<file path="src/rtl/tuner_phy_pkg.sv">
// Purpose: shared types for the ring tuner PHY control blocks.
// Latency: n/a (types and helpers only).
// Backpressure: n/a.
package tuner_phy_pkg;

    // Sequencer states of the tuner code arbiter.
    typedef enum logic [1:0] {
        INIT   = 2'd0,
        TUNE   = 2'd1,
        SYNC   = 2'd2,
        COMMIT = 2'd3
    } tuner_phy_ctrl_arb_state_e;

    // Controller channel identifiers.
    typedef enum logic {
        CH_SEARCH = 1'b0,
        CH_LOCK   = 1'b1
    } tuner_ctrl_ch_e;

    // Error status reported with each tune response.
    typedef enum logic {
        ERROR_NONE    = 1'b0,
        ERROR_TIMEOUT = 1'b1
    } tuner_phy_error_state_e;

    function automatic int max2(input int a, input int b);
        return (a > b) ? a : b;
    endfunction

endpackage

</file>
<file path="src/rtl/tuner_phy_rr_arb2.sv">
// Purpose: 2-way round-robin winner select between search and lock requests.
// Latency: winner is combinational; last_grant updates on the accept edge.
// Backpressure: none; the caller qualifies the winner with its own ready/accept.
// Ports: search_req/lock_req in, accept in (a winner was taken this cycle),
//        search_win/lock_win one-hot winner out, win_ch winner channel out.
module tuner_phy_rr_arb2
    import tuner_phy_pkg::*;
(
    input  logic           clk,
    input  logic           rst,
    input  logic           search_req,
    input  logic           lock_req,
    input  logic           accept,
    output logic           search_win,
    output logic           lock_win,
    output tuner_ctrl_ch_e win_ch
);

    tuner_ctrl_ch_e last_grant;

    always_comb begin
        search_win = 1'b0;
        lock_win   = 1'b0;
        if (search_req && lock_req) begin
            // Tie: the channel not served last goes next.
            search_win = (last_grant == CH_LOCK);
            lock_win   = (last_grant == CH_SEARCH);
        end else begin
            search_win = search_req;
            lock_win   = lock_req;
        end
        win_ch = lock_win ? CH_LOCK : CH_SEARCH;
    end

    // Reset to LOCK so the first tie after reset goes to search.
    always_ff @(posedge clk) begin
        if (rst) begin
            last_grant <= CH_LOCK;
        end else if (accept) begin
            last_grant <= win_ch;
        end
    end

endmodule

</file>
<file path="src/rtl/tuner_phy_ctrl_arb.sv">
// Purpose: shares the ring tuner DAC between search and lock controllers; per
//          transaction: grant, drive code, settle, fetch one power sample, respond.
// Latency: accept->rsp_valid = SETTLE_CYCLES+2 (+ detector wait); ready again one cycle later.
// Backpressure: req_ready only in INIT for the winner; responses are one-cycle pulses with no backpressure.
// Ports: {search,lock}_req_{valid,code,ready}, {search,lock}_rsp_{valid,pwr,err},
//        tuner_code / pwr_rd_req / pwr_rd_valid / pwr_rd_data to the front end,
//        grant_ch and arb_state for observation.
module tuner_phy_ctrl_arb
    import tuner_phy_pkg::*;
#(
    parameter int DAC_WIDTH      = 8,
    parameter int ADC_WIDTH      = 8,
    parameter int SETTLE_CYCLES  = 4,
    parameter int TIMEOUT_CYCLES = 64
) (
    input  logic                      clk,
    input  logic                      rst,
    input  logic                      search_req_valid,
    input  logic [DAC_WIDTH-1:0]      search_req_code,
    output logic                      search_req_ready,
    output logic                      search_rsp_valid,
    output logic [ADC_WIDTH-1:0]      search_rsp_pwr,
    output logic                      search_rsp_err,
    input  logic                      lock_req_valid,
    input  logic [DAC_WIDTH-1:0]      lock_req_code,
    output logic                      lock_req_ready,
    output logic                      lock_rsp_valid,
    output logic [ADC_WIDTH-1:0]      lock_rsp_pwr,
    output logic                      lock_rsp_err,
    output logic [DAC_WIDTH-1:0]      tuner_code,
    output logic                      pwr_rd_req,
    input  logic                      pwr_rd_valid,
    input  logic [ADC_WIDTH-1:0]      pwr_rd_data,
    output tuner_ctrl_ch_e            grant_ch,
    output tuner_phy_ctrl_arb_state_e arb_state
);

    // One down-counter serves both the settle interval and the sample timeout.
    localparam int CNT_MAX = max2(SETTLE_CYCLES, TIMEOUT_CYCLES);
    localparam int CNT_W   = $clog2(CNT_MAX + 1);
    localparam logic [CNT_W-1:0] SETTLE_LD  = CNT_W'(SETTLE_CYCLES - 1);
    localparam logic [CNT_W-1:0] TIMEOUT_LD = CNT_W'(TIMEOUT_CYCLES - 1);

    tuner_phy_ctrl_arb_state_e state, state_nxt;
    logic [CNT_W-1:0]          cnt;
    logic                      cnt_zero;
    logic                      search_win, lock_win, accept;
    tuner_ctrl_ch_e            win_ch;
    logic                      sync_done;
    tuner_phy_error_state_e    sync_err;
    logic [ADC_WIDTH-1:0]      sync_pwr;

    tuner_phy_rr_arb2 u_rr_arb2 (
        .clk        (clk),
        .rst        (rst),
        .search_req (search_req_valid),
        .lock_req   (lock_req_valid),
        .accept     (accept),
        .search_win (search_win),
        .lock_win   (lock_win),
        .win_ch     (win_ch)
    );

    assign search_req_ready = (state == INIT) && search_win;
    assign lock_req_ready   = (state == INIT) && lock_win;
    assign accept           = (state == INIT) && (search_req_valid || lock_req_valid);
    assign cnt_zero         = (cnt == '0);
    assign arb_state        = state;

    // A sample on the last SYNC cycle wins over the timeout.
    always_comb begin
        sync_done = pwr_rd_valid || cnt_zero;
        sync_err  = pwr_rd_valid ? ERROR_NONE : ERROR_TIMEOUT;
        sync_pwr  = pwr_rd_valid ? pwr_rd_data : '0;
    end

    always_ff @(posedge clk) begin
        if (rst) begin
            state <= INIT;
        end else begin
            state <= state_nxt;
        end
    end

    always_comb begin
        state_nxt = state;
        case (state)
            INIT:    if (accept)    state_nxt = TUNE;
            TUNE:    if (cnt_zero)  state_nxt = SYNC;
            SYNC:    if (sync_done) state_nxt = COMMIT;
            COMMIT:                 state_nxt = INIT;
            default:                state_nxt = INIT;
        endcase
    end

    always_ff @(posedge clk) begin
        if (rst) begin
            cnt              <= '0;
            tuner_code       <= '0;
            grant_ch         <= CH_SEARCH;
            pwr_rd_req       <= 1'b0;
            search_rsp_valid <= 1'b0;
            search_rsp_pwr   <= '0;
            search_rsp_err   <= 1'b0;
            lock_rsp_valid   <= 1'b0;
            lock_rsp_pwr     <= '0;
            lock_rsp_err     <= 1'b0;
        end else begin
            pwr_rd_req       <= 1'b0;
            search_rsp_valid <= 1'b0;
            lock_rsp_valid   <= 1'b0;
            case (state)
                INIT: begin
                    if (accept) begin
                        grant_ch   <= win_ch;
                        tuner_code <= lock_win ? lock_req_code : search_req_code;
                        cnt        <= SETTLE_LD;
                    end
                end
                TUNE: begin
                    if (cnt_zero) begin
                        cnt        <= TIMEOUT_LD;
                        pwr_rd_req <= 1'b1;
                    end else begin
                        cnt <= cnt - 1'b1;
                    end
                end
                SYNC: begin
                    if (sync_done) begin
                        if (grant_ch == CH_LOCK) begin
                            lock_rsp_valid <= 1'b1;
                            lock_rsp_pwr   <= sync_pwr;
                            lock_rsp_err   <= (sync_err == ERROR_TIMEOUT);
                        end else begin
                            search_rsp_valid <= 1'b1;
                            search_rsp_pwr   <= sync_pwr;
                            search_rsp_err   <= (sync_err == ERROR_TIMEOUT);
                        end
                    end else begin
                        cnt <= cnt - 1'b1;
                    end
                end
                default: ;
            endcase
        end
    end

endmodule

</file>
<file path="config.mk">
export PLATFORM = sky130hd
export DESIGN_NAME = tuner_phy_ctrl_arb
export DESIGN_NICKNAME = d
export VERILOG_FILES = /design/src/rtl/tuner_phy_pkg.sv /design/src/rtl/tuner_phy_rr_arb2.sv /design/src/rtl/tuner_phy_ctrl_arb.sv
export SDC_FILE = /design/constraint.sdc
export NUM_CORES = 1
export LEC_CHECK = 0
export CAP_MARGIN = 30
export CORE_ASPECT_RATIO = 0.5
export CORE_MARGIN = 1
export CORE_UTILIZATION = 37
export CTS_CLUSTER_DIAMETER = 100
export DETAILED_ROUTE_END_ITERATION = 10
export PLACE_DENSITY = 0.67
export SETUP_SLACK_MARGIN = 0.05
export SLEW_MARGIN = 40
export SYNTH_ARGS = -nofsm -noshare
export SYNTH_HDL_FRONTEND = slang
export SYNTH_HIERARCHICAL = 1
export SYNTH_SLANG_ARGS = --single-unit
export TNS_END_PERCENT = 10
</file>
<file path="constraint.sdc">
create_clock -name clk -period 4.5 [get_ports clk]
set_clock_uncertainty 0.15 [all_clocks]
set_input_delay 0.45 -clock clk [delete_from_list [all_inputs] [get_ports clk]]
set_output_delay 0.45 -clock clk [all_outputs]
set_load 0.03 [all_outputs]
</file>
Word-level counts from Yosys, hierarchy flattened --
Index checks and enable logic that the tools add are counted. W data, S select, Z words.
Storage, ports and cells: bits in registers 40, input port bits 29
Operators by class: reductions and logical operators 16, equal/unequal tests 7, add/subtract/negate cells 1, bitwise logic cells 5, muxes and demuxes 17
Operators by type and width (count):
- $mux W7 | 3
- $pmux W7 S3 | 1
- $mux W8 | 2
- $reduce_and A3 Y1 | 4
- $ne A2 B2 Y1 const B | 4
- $pmux W2 S4 | 1
- $logic_not A7 Y1 | 1
- $mux W1 | 7
- $sub A7 B1 Y7 const B | 1
- $mux W2 | 3
- $not A1 Y1 | 5
- $eq A2 B2 Y1 const B | 2
- $logic_and A1 B1 Y1 | 4
- $reduce_bool A3 Y1 | 1
- $reduce_or A3 Y1 | 1
- $eq A2 B1 Y1 const B | 1
- $logic_not A2 Y1 | 1
- $logic_or A1 B1 Y1 | 2
- $reduce_and A2 Y1 | 1
- $reduce_or A2 Y1 | 1

Longest topological paths before layout --
Gate-level depths: netlist of run 1.
depth in word-level cells 4, depth in mapped cells 7, depth with buffers taken out 6

Cells and area by module --
Netlist of run 1, hierarchy kept.
Modules (own cells, without submodules):
- tuner_phy_ctrl_arb | area an instance 1878.1 um^2, cells each 197, instances 1
- tuner_phy_rr_arb2 | area an instance 61.3 um^2, cells each 7, instances 1

Worst setup path before layout of run 1 --
No wires, ideal clock.
kind register to register, start point register state[0], in the netlist arb_state[0], end point register cnt[5], arrival time 1.968 ns, cell stages (with the launch flop) 7, period minus slack after synthesis 2.176 ns, library setup time 0.058 ns, slack 2.324 ns, cell sequence dfxtp_1 inv_1 ha_1 nor3b_1 or4b_4 a311oi_1 o22a_1
On the way: longest elaborated chain between the ends 4, elaborated cells on any way between the ends 9, those cells by class eq/ne (4); mux (1); reduce/logical (4)
RTL lines:
- start, declared | line tuner_phy_ctrl_arb.sv:44 | tuner_phy_ctrl_arb_state_e state, state_nxt;
- start signal, assigned | line tuner_phy_ctrl_arb.sv:81 | state <= state_nxt;
- $logic_not A2 Y1 | line tuner_phy_ctrl_arb.sv:66, tuner_phy_ctrl_arb.sv:112
- $logic_and A1 B1 Y1 | line tuner_phy_ctrl_arb.sv:66 | assign accept = (state == INIT) && (search_req_valid || lock_req_valid);
- $ne A2 B2 Y1 (no line)
- $reduce_and A3 Y1 (no line)
- end signal, assigned | line tuner_phy_ctrl_arb.sv:125 | cnt <= cnt - 1'b1;
- end signal, assigned | line tuner_phy_ctrl_arb.sv:140 | cnt <= cnt - 1'b1;
- end, declared | line tuner_phy_ctrl_arb.sv:45 | logic [CNT_W-1:0] cnt;
Parallel ways exist; a longest one is shown, timed or not. A chain may end at the register's enable or synchronous reset.

Worst setup path in the final report of run 1 --
start point input lock_req_valid, end point output lock_req_ready
On the way: longest elaborated chain between the ends 3
RTL lines:
- start, declared | line tuner_phy_ctrl_arb.sv:24 | input logic lock_req_valid,
- $logic_and A1 B1 Y1 | line tuner_phy_rr_arb2.sv:24 | if (search_req && lock_req) begin
- $mux W1 (*) | line tuner_phy_rr_arb2.sv:24
- via lock_win | line tuner_phy_ctrl_arb.sv:47 | logic search_win, lock_win, accept;
- $logic_and A1 B1 Y1 (*) | line tuner_phy_ctrl_arb.sv:65 | assign lock_req_ready = (state == INIT) && lock_win;
- end, declared | line tuner_phy_ctrl_arb.sv:26 | output logic lock_req_ready,
Mark *: on every way through the listed nets, which the timed path passes. The rest lies on a longest branch.

==> results of run 1 <==
synthesized netlist by cell type (2+ instances only):
library cell  instances  area [um^2]
nand3_1               2        10.01
ha_1                  6        75.07
a21oi_1              13        65.06
nand4_1               8        50.05
nand2b_1              2        12.51
a31oi_1               2        12.51
nor3_1                5        25.02
a211o_1               2        17.52
and2_1                2        12.51
a32o_1                8        80.08
or3_1                 2        12.51
inv_1                 7        26.28
a311oi_1              6        52.55
o31ai_1               2        15.01
a211oi_1             10        75.07
o21ai_0               9        45.04
o2bb2ai_1             2        17.52
mux2i_1               9        90.09
nor2_1               14        52.55
nor3b_4               2        37.54
buf_2                 2        10.01
nor2b_1               5        31.28
buf_1                 2        7.510
nor4_1                2        12.51
dfxtp_1              40        800.8
clkbuf_1              9        33.78
nand2_1               5        18.77
a21o_1                6        45.04
cells by family after synthesis:
kind of cell | count (synthesis)
AOI/OAI and AO/OA | 69
adders and majority gates | 6
buffers and inverters | 22
DFF | 40
muxes | 9
and+or+nand+nor | 58
area by class of cell:
cell class	count	area, um^2	area share
multi-input combinational	142	1045	0.3862
timing repair buffer	64	630.6	0.2331
tap	70	87.58	0.03238
clock buffer	5	68.82	0.02544
inverter	7	26.28	0.009713
sequential	40	800.8	0.2960
clock inverter	3	46.29	0.01711
state kept, by name (all words and copies together), names as in the netlist:
signal,count
lock_rsp_err,1
search_rsp_err,1
pwr_rd_req,1
tuner_code,8
u_rr_arb2/last_grant,1
grant_ch,1
search_rsp_valid,1
search_rsp_pwr,8
lock_rsp_valid,1
arb_state,2
lock_rsp_pwr,8
cnt,7
metal layers:
layer	part of all wire	wire length, um	up-vias	GRT usage
met2	0.45	2171	49	0.2859
met4	0.0029	14	0	0.05000
met5	0	0	-	0
met1	0.49	2334	845	0.2401
li1	-	-	894	-
met3	0.057	271	2	0.05911
power by group through the flow:
| stage | combinational (mW) | clock (mW) | sequential [mW] |
|---|---|---|---|
| 6_report | 0.715 | 0.303 | 0.471 |
| 5_1_grt | 0.780 | 0.328 | 0.482 |
| 4_1_cts | 0.714 | 0.310 | 0.471 |
| 3_5_place_dp | 0.711 | 0 | 0.477 |
| 3_3_place_gp | 0.698 | 0 | 0.476 |
| 2_1_floorplan | 0.429 | 0 | 0.547 |
final timing paths:
path                          start           endpoint  slack, ns  cells after the start
hold / removal    search_rsp_pwr[7]  search_rsp_pwr[7]       0.33                      1
setup reg to reg       arb_state[0]             cnt[5]       2.23                      6
hold reg to reg   search_rsp_pwr[7]  search_rsp_pwr[7]       0.33                      1
setup / recovery     lock_req_valid     lock_req_ready       1.72                      5
worst register-to-register path, stage by stage, from the launching register on:
cell      delay [ns]
dfxtp_1         0.43
inv_1           0.09
ha_1            0.44
nor4bb_1        0.25
a221o_1         0.40
nor4_1          0.29
o22a_1          0.18
==> flow_metrics.py, run 1 <==
metrics = {
    "run_status": {
        "status": "finished, final reports clean",
    },
    "timing": {
        "rsz0062_at_grt": "false",
        "finalCritPeriodShare": 0.6169,
        "layout_min_cycle_time_ns": 2.776,
        "setup-tns-final_ns": 0,
        "setup_ws_ns": 1.724,
        "maxSlewViolCount": 0,
        "tightestPinTransition_ns": 0.7000,
        "fmax_ghz": 0.3602,
        "timing.final.hold_violations": 0,
        "relSlewSlack": 0.5312,
        "hold_slack_ns": 0.3309,
        "setup_viol": 0,
    },
    "synthesis": {
        "synthMuxAreaShare": 0.04645,
        "syn_inst": 204,
        "synth_adder_area_share": 0.03871,
        "dominantRegCellSynth": "dfxtp_1",
        "ys_async_sr_fraction": 0,
        "syn-num-nets": 239,
        "synthSimpleGateAreaFrac": 0.1890,
        "yosysUniqueCellTypes": 48,
        "synth_top_family_by_area": "compound AO/OA/AOI/OAI gates",
        "syn_avg_cell_area_um2": 9.507,
        "ys_ff_latch": 40,
        "synth_xor_area_frac": 0,
        "synth-compound-area-share": 0.2632,
        "synth_area_um2": 1939,
        "yosysWarnings": 6,
        "synth-edff-count": 0,
        "yosysSeqAreaShare": 0.4129,
    },
    "floorplanning": {
        "die-area_um2": 5553,
        "die_x_um": 104.4,
        "fp-row-count": 18,
        "dieHeight_um": 53.20,
        "core_area_um2": 4977,
        "pin_count": 63,
        "start_util": 0.3896,
    },
    "placed_design": {
        "place_inst": 323,
        "port_buffers": 62,
        "hpwl_mm": 3.465,
        "post-place-ws_ns": 1.711,
        "place_area_um2": 2595,
        "gp_congestion": 0.7748,
    },
    "power_and_ir_drop": {
        "pwr-share-clk": 0.203,
        "internal-power_uw": 875.0,
        "p_switching_uw": 613.4,
        "sw_frac_of_total": 0.4121,
        "power_mw": 1.488,
        "p_leak_nw": 0.9935,
        "power_density_nw_per_um2": 550.2,
        "irDropWorstVdd_mv": 0.2396,
        "p_comb_frac": 0.480,
        "p_seq_frac": 0.316,
    },
    "final_layout": {
        "instances_no_fill": 331,
        "layout_commonest_cell": "clkdlybuf4s50_1",
        "post-route-util": 0.5435,
        "final_area_um2": 2705,
        "layout_common_cells": "clkdlybuf4s50_1, dfxtp_1, nor2_1",
        "antenna_cells": 0,
        "area_growth_pct": 39.48,
        "nFillCells": 461,
        "fin_nets": 295,
        "drive_above_1_share": 0.08046,
    },
    "clocking": {
        "cts_buffer_depth": 2,
        "htreeDepth": 2,
        "cts.reportedPaths.clkPinSlew_ns": 0.08,
        "ctsHoldBuffers": 0,
        "root_buffer": "clkbuf_8",
        "insertion_delay_ns": 0.30,
        "postCtsSetupBuffers": 0,
        "cts-resized-gates": 0,
        "cts_tree": "yes",
        "numCtsBuffers": 5,
        "cts_sinks": 40,
    },
    "route": {
        "num_vias": 1790,
        "drt-pass1-iter-count": 4,
        "drc": 0,
        "drtAntennaViolNets": 0,
        "first_iter_violations": 85,
        "wl_mm": 4.791,
        "routedWlPerCell_um": 14.47,
        "routed_via_density": 5.408,
    },
    "critical_path": {
        "critical_path_arrival_ns": 2.18,
        "cpMostUsedCell": "clkdlybuf4s50_1",
        "crit_fanout": 11,
        "path_class": "input pin to output port",
        "cp.required_ns": 3.90,
        "cp-end-kind": "output port",
        "cp_slowest_cell": "clkdlybuf4s50_1",
        "max_stage_delay_ns": 0.66,
        "critical-path-top-delay-family": "buffers and inverters",
        "worst-path-buf-inv": 3,
        "cp-start-kind": "input pin",
        "cp_cell_sequence": "clkdlybuf4s50_1 > a21boi_1 > buf_4 > and2_1 > clkdlybuf4s50_1",
    },
    "global_route": {
        "grt_pass1_wl_mm": 7.783,
        "antenna_found_initial": 0,
        "track_usage": 0.1818,
        "grt_max_degree": 24,
        "grt_pass1_vias": 1596,
        "gr-total-overflow": 0,
    },
    "min_path": {
        "hold_class": "flip-flop to flip-flop",
    },
    "job": {
        "maxCapViolCount": 0,
    },
}
Power figures use the tool's default switching activity.
==> inputs of run 2 (changes only) <==
- clock period: 4.5 -> 2.7 ns (I/O delays scaled with it)
==> run 2 against run 1 <==
  * Die area stayed put
  * Worst setup slack worse by 1.3 ns
  * Hold slack worse by 0.0089 ns
  * Sequential share of layout area is 0.31 points lower
  * Power is 69% higher
  * Sequential power is 66% higher
  * Largest cell class unchanged
==> flow_metrics.py, run 2 (synthesis results as in run 1) <==
metrics = {
    "final_layout": {
        "nFillCells": 468,
        "area_growth_pct": 40.97,
        "layout_commonest_cell": "clkdlybuf4s50_1",
        "reg_top3": "lock_rsp_pwr: 8 flops, search_rsp_pwr: 8 flops, tuner_code: 8 flops",
        "drive_above_1_share": 0.08712,
        "antenna_cells": 0,
        "post-route-util": 0.5493,
        "layout_common_cells": "clkdlybuf4s50_1, dfxtp_1, nor2_1",
        "fin_nets": 298,
    },
    "timing": {
        "timing.final.hold_violations": 0,
        "fmax_ghz": 0.4443,
        "rsz0062_at_grt": "false",
        "setup_viol": 0,
        "finalCritPeriodShare": 0.8336,
        "maxSlewViolCount": 0,
        "tightestPinTransition_ns": 0.6927,
        "setup_ws_ns": 0.4492,
        "layout_min_cycle_time_ns": 2.251,
        "relSlewSlack": 0.5382,
        "setup-tns-final_ns": 0,
    },
    "min_path": {
        "hold_path_depth": 1,
        "hp-start": "search_rsp_pwr[5]",
        "min_to": "search_rsp_pwr[5]",
        "hold_class": "flip-flop to flip-flop",
    },
    "critical_path": {
        "r2r_end": "cnt[5]",
        "crit_fanout": 6,
        "worst-path-buf-inv": 2,
        "r2r-start": "arb_state[0]",
        "critical-path-top-delay-family": "buffers and inverters",
        "regToRegSetupSlack_ns": 0.51,
        "reg2regPathDepth": 6,
        "path_class": "flip-flop to output port",
        "cp_cell_sequence": "inv_1 > ha_1 > and2_1 > clkdlybuf4s50_1",
        "cp_slowest_cell": "clkdlybuf4s50_1",
        "max_stage_delay_ns": 0.66,
        "cp-start-kind": "flip-flop",
        "cp-end-kind": "output port",
        "critical_path_arrival_ns": 1.83,
        "cp.required_ns": 2.28,
    },
    "clocking": {
        "root_buffer": "clkbuf_8",
        "cts_tree": "yes",
        "cts.reportedPaths.clkPinSlew_ns": 0.08,
        "insertion_delay_ns": 0.29,
        "cts-resized-gates": 0,
        "htreeDepth": 2,
        "cts_buffer_depth": 2,
        "ctsHoldBuffers": 0,
        "numCtsBuffers": 5,
        "postCtsSetupBuffers": 0,
        "cts_sinks": 40,
    },
    "route": {
        "first_iter_violations": 83,
        "wl_mm": 4.947,
        "num_vias": 1812,
        "drt-pass1-iter-count": 4,
        "routedWlPerCell_um": 14.81,
        "drtAntennaViolNets": 0,
        "routed_via_density": 5.425,
        "drc": 0,
    },
    "global_route": {
        "grt_pass1_vias": 1733,
        "track_usage": 0.1885,
        "use_met3": 0.05665,
        "grt_busiest_layer": "met2",
        "globalRouteMet1Util": 0.2277,
        "gr-total-overflow": 0,
        "grt_pass1_wl_mm": 8.142,
        "grt_max_degree": 32,
        "use_met2": 0.3333,
        "antenna_found_initial": 0,
    },
    "placed_design": {
        "gp_congestion": 0.7636,
        "post-place-ws_ns": 0.5101,
        "port_buffers": 62,
        "hpwl_mm": 3.666,
    },
    "run_status": {
        "status": "finished, final reports clean",
    },
    "floorplanning": {
        "fp-row-count": 18,
        "core_area_um2": 4977,
        "start_util": 0.3896,
        "die-area_um2": 5553,
        "pin_count": 63,
        "die_x_um": 104.4,
        "dieHeight_um": 53.20,
    },
    "power_and_ir_drop": {
        "power_density_nw_per_um2": 920.1,
        "p_leak_nw": 1.015,
        "irDropWorstVdd_mv": 0.3944,
        "power_mw": 2.515,
    },
    "job": {
        "maxCapViolCount": 0,
    },
}
[run 2: cell types whose count changed in the layout (fill, tap and decap cells not counted), sizes merged]
cell      previous run  this run
clkbuf               5         6
clkinv               0         1
clkinvlp             1         0
inv                  8         7
buf                  3         6
[run 2: through the flow]
| step | hold WS [ns] | std cells | instance area, um^2 |
|---|---|---|---|
| 2_1_floorplan | 0.2144 | 204 | 1939 |
| 3_3_place_gp | 0.3014 | 326 | 2613 |
| 3_5_place_dp | 0.3036 | 326 | 2613 |
| 4_1_cts | 0.3225 | 334 | 2734 |
| 5_1_grt | 0.3517 | 334 | 2734 |
| 6_report | 0.3220 | 334 | 2734 |
[run 2: cell type report]
cell class | instances | area (um^2) | share of cell area
sequential | 40 | 800.8 | 0.2929
clock inverter | 2 | 38.79 | 0.01419
multi-input combinational | 142 | 1042 | 0.3812
clock buffer | 6 | 82.58 | 0.03021
tap | 70 | 87.58 | 0.03204
timing repair buffer | 67 | 655.6 | 0.2398
inverter | 7 | 26.28 | 0.009611
[run 2: how the worst max path moves through the flow]
stage	cells past startpoint	slack (ns)	endpoint	start
final	4	0.45	search_req_ready	arb_state[0]
after global routing	6	0.32	search_rsp_pwr[0]	cnt[0]
after CTS	4	0.43	search_req_ready	arb_state[1]
after detailed placement	4	0.51	search_req_ready	search_req_valid
after global placement	4	0.55	search_req_ready	search_req_valid
after floorplan	6	0.52	cnt[5]	arb_state[0]
[run 2: report_power, final]
| part | switching (mW) | total (mW) | internal (mW) |
|---|---|---|---|
| clock network | 0.216 | 0.519 | 0.302 |
| logic | 0.712 | 1.21 | 0.501 |
| registers | 0.0919 | 0.783 | 0.691 |
[run 2: metal layers]
| metal | share of wire | up-vias |
|---|---|---|
| met3 | 0.055 | 4 |
| met2 | 0.48 | 37 |
| li1 | - | 899 |
| met1 | 0.45 | 872 |
| met5 | 0 | - |
| met4 | 0.0057 | 0 |
